===== src/rtl/fetch_unit.sv =====
// Instruction-fetch front end: owns the PC, issues pipelined memory requests
// and buffers returned words with their PCs in a prefetch queue for Decode.
module fetch_unit #(
  parameter int              XLEN      = 32,
  parameter int              BUF_DEPTH = 4,
  parameter logic [XLEN-1:0] RESET_PC  = '0
) (
  input  logic            clk_i,
  input  logic            rst_i,
  input  logic            enable_step_i,
  input  logic            redirect_valid_i,
  input  logic [XLEN-1:0] redirect_pc_i,
  output logic            mem_req_valid_o,
  input  logic            mem_req_ready_i,
  output logic [XLEN-1:0] mem_adres_o,
  input  logic            mem_resp_valid_i,
  input  logic [XLEN-1:0] mem_resp_data_i,
  output logic            inst_valid_o,
  input  logic            inst_ready_i,
  output logic [XLEN-1:0] instruction_o,
  output logic [XLEN-1:0] inst_pc_o
);

  localparam int PW = $clog2(BUF_DEPTH);
  localparam int CW = PW + 1;
  localparam logic [CW:0] CAP = (CW+1)'(BUF_DEPTH);

  logic [XLEN-1:0]      fetch_pc;
  logic [XLEN-1:0]      pc_q   [BUF_DEPTH];
  logic [XLEN-1:0]      data_q [BUF_DEPTH];
  logic [BUF_DEPTH-1:0] filled;
  logic [PW-1:0]        head;
  logic [PW-1:0]        fill;
  logic [PW-1:0]        tail;
  logic [CW-1:0]        occ;
  logic [CW-1:0]        pend;
  logic [CW-1:0]        drop_cnt;
  logic [CW:0]          used;
  logic                 req_fire;
  logic                 pop_fire;
  logic                 resp_live;
  logic                 unused_low;

  assign unused_low = ^redirect_pc_i[1:0];

  // In-flight responses owed to a flushed queue still hold credit.
  assign used = {1'b0, occ} + {1'b0, drop_cnt};

  assign mem_req_valid_o = rst_i & enable_step_i
                         & ~redirect_valid_i & (used < CAP);
  assign mem_adres_o     = fetch_pc;

  assign inst_valid_o  = filled[head] & ~redirect_valid_i;
  assign instruction_o = data_q[head];
  assign inst_pc_o     = pc_q[head];

  assign req_fire  = mem_req_valid_o & mem_req_ready_i;
  assign pop_fire  = inst_valid_o & inst_ready_i;
  assign resp_live = mem_resp_valid_i & (drop_cnt == '0);

  always_ff @(posedge clk_i or negedge rst_i) begin
    if (!rst_i) begin
      fetch_pc <= RESET_PC;
      head     <= '0;
      fill     <= '0;
      tail     <= '0;
      occ      <= '0;
      pend     <= '0;
      drop_cnt <= '0;
      filled   <= '0;
      for (int i = 0; i < BUF_DEPTH; i++) begin
        pc_q[i]   <= '0;
        data_q[i] <= '0;
      end
    end else if (redirect_valid_i) begin
      fetch_pc <= {redirect_pc_i[XLEN-1:2], 2'b00};
      head     <= '0;
      fill     <= '0;
      tail     <= '0;
      occ      <= '0;
      pend     <= '0;
      filled   <= '0;
      drop_cnt <= drop_cnt + pend - CW'(mem_resp_valid_i);
    end else begin
      if (req_fire) begin
        pc_q[tail] <= fetch_pc;
        tail       <= tail + 1'b1;
        fetch_pc   <= fetch_pc + XLEN'(4);
      end
      if (pop_fire) begin
        filled[head] <= 1'b0;
        head         <= head + 1'b1;
      end
      if (mem_resp_valid_i) begin
        if (drop_cnt != '0) begin
          drop_cnt <= drop_cnt - 1'b1;
        end else begin
          data_q[fill] <= mem_resp_data_i;
          filled[fill] <= 1'b1;
          fill         <= fill + 1'b1;
        end
      end
      occ  <= occ + CW'(req_fire) - CW'(pop_fire);
      pend <= pend + CW'(req_fire) - CW'(resp_live);
    end
  end

endmodule

===== config.mk =====
export PLATFORM = sky130hd
export DESIGN_NAME = fetch_unit
export DESIGN_NICKNAME = d
export VERILOG_FILES = /design/src/rtl/fetch_unit.sv
export SDC_FILE = /design/constraint.sdc
export NUM_CORES = 1
export LEC_CHECK = 0
export ABC_CLOCK_PERIOD_IN_PS = 3000
export CAP_MARGIN = 15
export CORE_MARGIN = 1
export CORE_UTILIZATION = 56
export CTS_CLUSTER_SIZE = 20
export DETAILED_ROUTE_END_ITERATION = 6
export PLACE_DENSITY = 0.91
export SKIP_LAST_GASP = 1
export SYNTH_ARGS = -nofsm -noshare
export SYNTH_HDL_FRONTEND = slang
export SYNTH_SLANG_ARGS = --single-unit

===== constraint.sdc =====
create_clock -name clk_i -period 3 [get_ports clk_i]
set_input_delay 0.3 -clock clk_i [delete_from_list [all_inputs] [get_ports clk_i]]
set_output_delay 0.3 -clock clk_i [all_outputs]
set_load 0.02 [all_outputs]

# Yosys cells after proc, flatten, opt, wreduce, memory -nomap -nowiden
# Cells that the tools add are included.
word_totals:
  n_memories: 0
  ff_bits: 307
  word_cells: 105
  output_inout_bits: 98
  romBits: 0
  latch_bits: 0
  mem_bits_rw: 0
  input_bits: 71
classes:
  eq_ne: 1
  n_bitwise: 15
  div_mod_pow: 0
  magnitude_cmp: 10
  n_reduce_logical: 14
  add_sub_neg: 12
  n_mux: 37
  shift: 0
  n_mul: 0
op_table:
  columns: ["op", "n"]
  rows:
  - ["$bwmux 128", 2]
  - ["$mux 32", 8]
  - ["$bmux 32 s2", 2]
  - ["$demux 32 s2", 2]
  - ["$add 32x3->32 const B", 1]
  - ["$mux 4", 5]
  - ["$mux 3", 5]
  - ["$mux 2", 7]
  - ["$ge 3x3->1 const B", 3]
  - ["$not 2->3", 3]
  - ["$sub 3x1->3", 3]
  - ["$reduce_bool 2->1", 4]
  - ["$and 1x1->1", 7]
  - ["$add 2x1->2 const B", 3]
  - ["$add 3x1->3", 2]
  - ["$lt 2x3->1 const B", 2]
  - ["$lt 3x1->1 const B", 2]
  - ["$reduce_and 2->1", 3]
  - ["$add 3x3->4", 1]
  - ["$and 4x4->4", 1]
  - ["$demux 1 s2", 2]
  - ["$ge 2x1->1 const B", 2]
  - ["$logic_and 1x1->1", 4]
  - ["$lt 4x3->1 const B", 1]
  - ["other kinds (11)", 14]

# Longest topological paths before layout
# Gate-level depths: netlist (run 1).
logic_depth:
  ltp_word: 12
  ltp_mapped: 13
  depth_no_buf: 11

# Worst setup path before layout (run 1)
# Ideal clock, no wire load.
synth_timing:
  path_type: "reg-to-reg"
  from: "reg occ[1]"
  to: "reg pend[2]"
  t_required_ps: 2868
  synth_period_minus_slack_ps: 2653
  n_path_buf: 2
  arrival_time_ps: 2521
  path_slack_ps: 347
  path_stages_with_launch: 14
  setup_ps: 132
  cell_sequence: "dfrtp_1 > ha_1 > nor4bb_1 > and4_1 > clkbuf_2 > inv_2 > clkbuf_1 > ha_1 > inv_1 > ha_1 > inv_1 > fa_1 > xnor2_1 > nor2_1"
synth_between:
  elab_chain_cells: 7
synth_rtl:
  columns: ["item", "line", "rtl"]
  rows:
  - ["from (decl)", "35", "logic [CW-1:0] occ;"]
  - ["from (signal assigned)", "103", "occ <= occ + CW'(req_fire) - CW'(pop_fire);"]
  - ["$add 3x3->4", "47", "assign used = {1'b0, occ} + {1'b0, drop_cnt};"]
  - ["$lt 4x3->1", "50", "& ~redirect_valid_i & (used < CAP);"]
  - ["$and 1x1->1", "50", null]
  - ["$and 1x1->1", "57", "assign req_fire = mem_req_valid_o & mem_req_ready_i;"]
  - ["$add 3x1->3", "104", "pend <= pend + CW'(req_fire) - CW'(resp_live);"]
  - ["$sub 3x1->3", "104", null]
  - ["$mux 3", "75", "end else if (redirect_valid_i) begin"]
  - ["to (signal assigned)", "104", null]
  - ["to (decl)", "36", "logic [CW-1:0] pend;"]
# Every way passes these cells.
# A chain may end at the register's enable or synchronous reset.

# Final worst setup path (run 1)
layout_timing:
  from: "reg head[0]"
  to: "out instruction_o[28]"
layout_between:
  elab_chain_cells: 4
layout_rtl:
  columns: ["item", "line", "rtl"]
  rows:
  - ["from (decl)", "32", "logic [PW-1:0] head;"]
  - ["from (signal assigned)", "92", "head <= head + 1'b1;"]
  - ["$not 2->3 (implied by the code)", "54", "assign instruction_o = data_q[head];"]
  - ["$bmux 32 s2", "54", null]
  - ["$mux 32 (implied by the code) (2 in series)", "54", null]
  - ["to (decl)", "20", "output logic [XLEN-1:0] instruction_o,"]
# Every way passes these cells. The select of a mux whose other input is x is not followed.

==> results of run 1 <==
[power groups by stage]
| stage | logic [mW] | clock network (mW) | registers, mW |
|---|---|---|---|
| 6_report | 3.82 | 3.82 | 5.29 |
| 5_1_grt | 4.11 | 4.04 | 5.38 |
| 4_1_cts | 3.86 | 3.89 | 5.28 |
| 3_5_place_dp | 3.80 | 0 | 5.33 |
| 3_3_place_gp | 3.69 | 0 | 5.26 |
| 2_1_floorplan | 2.35 | 0 | 5.18 |
[stage by stage]
| stage | std cells | worst slack, ns | hold WS, ns | power (mW) |
|---|---|---|---|---|
| after global routing | 1459 | 0.0700 | 0.108 | 13.5 |
| after CTS | 1459 | 0.134 | 0.0750 | 13.0 |
| after global placement | 1405 | 0.364 | 0.457 | 8.95 |
| after detailed placement | 1405 | 0.286 | 0.470 | 9.12 |
| final | 1460 | 0.168 | 0.0888 | 12.9 |
| after floorplan | 977 | 0.347 | 0.00441 | 7.52 |
[registers in the layout (all words and copies together), names as in the netlist]
signal / flops
filled: 4
pc_q: 120
fill: 2
head: 2
drop_cnt: 3
occ: 3
mem_adres_o: 30
data_q: 128
pend: 3
tail: 2
[final timing paths]
path / slack [ns] / start / to
hold / removal: 0.09 / redirect_valid_i / fill[1]
hold reg to reg: 0.48 / pc_q[126] / pc_q[126]
max in group asynchronous: 1.00 / rst_i / pc_q[127]
min in group asynchronous: 0.52 / rst_i / data_q[6]
setup / recovery: 0.17 / head[0] / instruction_o[28]
setup reg to reg: 0.41 / occ[1] / mem_adres_o[16]
[worst max-delay path: cells and delay by family, from the launching register on]
kind,cells,cell delay [ns]
buffers and inverters,2,0.98
flip-flops,1,0.46
multiplexers,1,0.56
[area by class of cell]
class | count | area, µm² | area share (%)
timing repair buffer | 186 | 1870 | 11.2
clock buffer | 40 | 850 | 5.09
inverter | 24 | 90.1 | 0.540
clock inverter | 12 | 163 | 0.974
tap | 319 | 399 | 2.39
sequential | 297 | 7440 | 44.5
multi-input combinational | 581 | 5880 | 35.2
antenna | 1 | 2.50 | 0.0150
[per-layer routing]
layer | vias up | track usage, % | part of all wire [%]
li1 | 3858 | - | -
met1 | 4524 | 32.3 | 41
met2 | 309 | 43.9 | 50
met3 | 60 | 5.69 | 7.0
met4 | 0 | 6.96 | 2.4
met5 | - | 0 | 0
[cells by family (layout without fill, tap and decap cells)]
kind of cell | count (synthesis) | after routing | synth area share (%)
other cells | 1 | 5 | 0.0273
xor+xnor | 13 | 13 | 0.829
mux | 299 | 299 | 29.7
compound gates | 88 | 88 | 4.14
simple gates | 150 | 150 | 5.46
buf+inv | 99 | 262 | 3.12
fa+ha+maj | 27 | 27 | 2.62
flops | 297 | 297 | 54.1
[what timing repair did]
item                                   in CTS  in global routing
setup endpoints to repair                   1                  0
hold buffers                                1                  0
gates resized for setup                     1                  0
endpoints found under the hold margin      56                  0
[cell usage in the layout (no fill, tap or decap), types with 10 or more instances in the layout]
| cell | synthesis | final |
|---|---|---|
| nand2_1 | 64 | 64 |
| nand3_1 | 19 | 19 |
| a21oi_1 | 11 | 11 |
| inv_1 | 23 | 23 |
| buf_4 | 5 | 19 |
| o21ai_0 | 36 | 36 |
| clkdlybuf4s50_1 | 0 | 160 |
| mux4_2 | 63 | 63 |
| nor2_1 | 23 | 23 |
| nand4_1 | 10 | 10 |
| clkbuf_16 | 0 | 31 |
| mux2_2 | 234 | 234 |
| ha_1 | 24 | 24 |
| dfrtp_1 | 297 | 295 |
==> impl_metrics.py, run 1 <==
metrics = {
    "pwr": {
        "p_clk_share_pct": 29.6,
        "switchingPower_mw": 3.72,
        "power_frac_seq_pct": 40.9,
        "power.internal_mw": 9.21,
        "pwr_density_cell_nw_per_um2": 774,
        "combPwrFrac_pct": 29.5,
        "netSwitchingFraction_pct": 28.8,
        "vdd_drop_max_mv": 0.493,
        "p_leak_nw": 7.63,
    },
    "yosys": {
        "synth_most_common_cell": "dfrtp_1",
        "yosysTopAreaCell": "dfrtp_1",
        "yosys_warnings": 0,
        "synth_edf_count": 0,
        "syn_avg_cell_area_um2": 14.1,
        "synth_common_cells": "297 x dfrtp_1, 234 x mux2_2, 64 x nand2_1, 63 x mux4_2, 36 x o21ai_0",
        "ys_async_sr_fraction_pct": 100,
        "synth_top_area_share_pct": 54.1,
        "ys_ff_latch": 297,
        "synth_flop_cell": "dfrtp_1",
        "synth_cells": 974,
        "synth_cell_types": 51,
        "synth_area_um2": 13700,
        "seq_area_frac_synth_pct": 54.1,
        "synthTopCellsByArea": "dfrtp_1 54%, mux2_2 19%, mux4_2 10%, ha_1 2.2%, nand2_1 1.7%",
    },
    "timing": {
        "tightest_slew_ns": 0.994,
        "hold_viol_final": 0,
        "finClkSkew_ns": 0.0145,
        "worst_slew_margin_rel_pct": 33.7,
        "tns_ns": 0,
        "rsz0062_at_grt": "no",
        "timing.fmax_mhz": 353,
        "post-route-period-util_pct": 94.4,
        "finalSetupViolCount": 0,
        "maxSlewViolCount": 0,
        "fin_crit_ns": 2.83,
    },
    "cts": {
        "h-tree-depth": 1,
        "clockBufferDepth": 3,
        "cts_setup_buffers": 0,
        "cts_buffers": 30,
        "ctsRootBufferMaster": "clkbuf_16",
        "path_clk_slew_ns": 0.06,
        "cts_tree": "done",
        "clock_latency_ns": 0.54,
        "clock_sinks": 297,
    },
    "outcome": {
        "status": "finished, final reports clean",
    },
    "floorplanning": {
        "die_h_um": 159,
        "dieArea_um2": 25100,
        "coreArea_um2": 23800,
        "ios": 169,
        "core.rowCount": 56,
        "start_util_pct": 57.8,
        "die_w_um": 159,
    },
    "global_routing": {
        "grt_usage_pct": 25.4,
        "grt_start_max_net_pins": 163,
        "grt_overflow": 0,
        "grt_first_pass_wirelength_mm": 49.1,
        "antenna_found_initial": 2,
        "grt_pass1_vias": 9262,
    },
    "drt": {
        "detail-route-antenna-nets": 0,
        "drt-total-wl_mm": 30.9,
        "first_iter_violations": 694,
        "drtPass1Iterations": 5,
        "routedWlPerCell_um": 21.1,
        "num_vias": 8751,
        "route.detailed.drc": 0,
        "avgViaCountPerCell": 5.99,
    },
    "cells_and_area": {
        "fin_area_um2": 16700,
        "drive_gt1_share_pct": 33.4,
        "area_growth_pct": 21.6,
        "final_nets": 1218,
        "utilization_pct": 70.3,
        "fillers": 1552,
    },
    "worst_setup_path": {
        "worstPathMaxFanout": 32,
        "path_class": "flip-flop to output pin",
        "critPathCaptureType": "output pin",
        "slowest_stage": "mux4_2",
        "cp.required_ns": 2.70,
        "rr_worst_depth": 8,
        "critPathArrivalTime_ns": 2.53,
        "crit_chain": "bufbuf_16 > mux4_2 > clkdlybuf4s50_1",
        "cpPeakStageDelay_ns": 0.56,
        "start_kind": "flip-flop",
    },
    "min_path": {
        "holdPathStages": 2,
        "hold_class": "input port to flip-flop",
    },
    "place": {
        "hpwlAfterDp_mm": 18.8,
        "postPlaceCellArea_um2": 15600,
        "place_congestion": 0.801,
        "port_buffers": 162,
    },
    "job": {
        "drv_cap": 0,
    },
}
(Power assumes the default switching activity.)
==> inputs of run 2 (changes only) <==
--- a/config.mk
+++ b/config.mk
@@ -6,11 +6,11 @@
 export NUM_CORES = 1
 export LEC_CHECK = 0
 export ABC_CLOCK_PERIOD_IN_PS = 3000
-export CAP_MARGIN = 15
 export CORE_MARGIN = 1
 export CORE_UTILIZATION = 56
 export CTS_CLUSTER_SIZE = 20
 export DETAILED_ROUTE_END_ITERATION = 6
+export GPL_TIMING_DRIVEN = 0
 export PLACE_DENSITY = 0.91
 export SKIP_LAST_GASP = 1
 export SYNTH_ARGS = -nofsm -noshare
==> impl_metrics.py, run 2 (same netlist as run 1, synthesis figures left out) <==
metrics = {
    "floorplanning": {
        "core.rowCount": 56,
        "dieArea_um2": 25100,
        "die_h_um": 159,
        "start_util_pct": 57.8,
        "die_w_um": 159,
        "coreArea_um2": 23800,
        "ios": 169,
    },
    "cts": {
        "clock_latency_ns": 0.56,
        "h-tree-depth": 1,
        "ctsRootBufferMaster": "clkbuf_16",
        "clock_sinks": 297,
        "clockBufferDepth": 3,
        "cts_tree": "done",
        "path_clk_slew_ns": 0.07,
        "cts_buffers": 30,
    },
    "cells_and_area": {
        "final_cell_mix": "297 x dfrtp_1, 234 x mux2_2, 160 x clkdlybuf4s50_1",
        "area_growth_pct": 24.8,
        "fillers": 1441,
        "drive_gt1_share_pct": 34.0,
        "diodes": 0,
        "final_nets": 1275,
        "utilization_pct": 72.1,
        "layout.cells.non_filler": 1520,
        "largest_register": "data_q",
        "final_common_cell": "dfrtp_1",
        "fin_area_um2": 17100,
        "largest_register_ffs": 128,
    },
    "worst_setup_path": {
        "rr_endpoint": "occ[2]",
        "critPathArrivalTime_ns": 2.64,
        "start_kind": "flip-flop",
        "cp.required_ns": 2.70,
        "critPathCaptureType": "output pin",
        "worstReg2RegStart": "head[0]",
        "regToRegSetupSlack_ns": 0.21,
        "worstPathMaxFanout": 10,
        "rr_worst_depth": 11,
        "path_class": "flip-flop to output pin",
    },
    "place": {
        "hpwlAfterDp_mm": 22.4,
        "place_inst": 1459,
        "postPlaceCellArea_um2": 15800,
        "pre_cts_ws_ns": -0.887,
        "place_congestion": 0.845,
        "port_buffers": 161,
    },
    "global_routing": {
        "antenna_found_initial": 0,
        "grt_usage_pct": 28.0,
        "grt_first_pass_wirelength_mm": 53.5,
        "grt_overflow": 0,
        "grt_pass1_vias": 9845,
        "grt_start_max_net_pins": 121,
    },
    "pwr": {
        "p_leak_nw": 7.87,
        "vdd_drop_max_mv": 0.601,
        "pwr_density_cell_nw_per_um2": 787,
    },
    "timing": {
        "timing.fmax_mhz": 340,
        "maxSlewViolCount": 0,
        "fin_crit_ns": 2.94,
        "rsz0062_at_grt": "yes",
        "worst_slack_ns": 0.0592,
        "tightest_slew_ns": 0.693,
        "finalSetupViolCount": 0,
        "post-route-period-util_pct": 98.0,
        "tns_ns": 0,
        "worst_slew_margin_rel_pct": 53.8,
        "finClkSkew_ns": 0.0143,
        "hold_viol_final": 0,
    },
    "min_path": {
        "hold_end": "mem_adres_o[28]",
        "hold_class": "input port to flip-flop",
        "min_from": "redirect_pc_i[28]",
        "holdPathStages": 3,
    },
    "drt": {
        "drt-total-wl_mm": 34.1,
        "drtPass1Iterations": 5,
        "detail-route-antenna-nets": 0,
        "num_vias": 9271,
        "avgViaCountPerCell": 6.10,
        "first_iter_violations": 928,
        "routedWlPerCell_um": 22.4,
        "route.detailed.drc": 0,
    },
    "job": {
        "drv_cap": 0,
    },
    "outcome": {
        "status": "finished, final reports clean",
    },
}
-- run 2: critical path, stage by stage, from the launching register on --
cell,delay [ns]
dfrtp_1,0.38
buf_4,0.25
buf_4,0.31
mux4_2,0.55
clkdlybuf4s50_1,0.61
-- run 2: final cells by class --
type	instances	area (µm²)	area share (%)
well taps	319	399	2.33
repair buffers	169	1810	10.5
clock buffers	44	905	5.28
multi-input cells	581	5900	34.4
plain buffers	74	360	2.10
flip-flops and latches	297	7430	43.4
clock inverters	12	240	1.40
inverters	24	92.6	0.540
-- run 2: timing repair --
action | in CTS | in global routing
cloned | 1 | 0
endpoints found under the setup margin | 63 | 25
setup buffers | 0 | 0
endpoints found under the hold margin | 55 | 0
pin swaps | 0 | 0
hold buffers | 5 | 0
gates resized for setup | 13 | 5
-- run 2: power by group --
group | switching, mW | internal [mW] | total, mW
Sequential | 0.475 | 4.78 | 5.25
Combinational | 1.83 | 2.15 | 3.98
Clock | 1.58 | 2.68 | 4.26
-- run 2: layer usage --
layer | routed length [µm] | vias to the layer above | GRT usage (%) | share of wire, %
li1 | - | 3973 | - | -
met2 | 17000 | 461 | 47.3 | 50
met1 | 13100 | 4724 | 35.4 | 38
met3 | 2610 | 113 | 5.93 | 7.7
met5 | 0 | - | 0 | 0
met4 | 1380 | 0 | 11.0 | 4.0
-- run 2: worst max-delay path by stage --
stage	endpoint	start	cells after the start	slack, ns
2_1_floorplan	pend[2]	occ[1]	13	0.35
3_3_place_gp	pc_q[82]	rst_i	1	-10.83
3_5_place_dp	pend[2]	rst_i	14	-0.89
4_1_cts	instruction_o[26]	head[0]	4	0.008
5_1_grt	inst_pc_o[13]	head[0]	4	-0.05
6_report	inst_pc_o[13]	head[0]	4	0.06
-- run 2: stage by stage --
step | hold WS [ns] | power (mW)
2_1_floorplan | 0.00441 | 7.52
3_3_place_gp | 0.457 | 9.01
3_5_place_dp | 0.260 | 9.20
4_1_cts | 0.291 | 13.5
5_1_grt | 0.325 | 14.0
6_report | 0.308 | 13.5
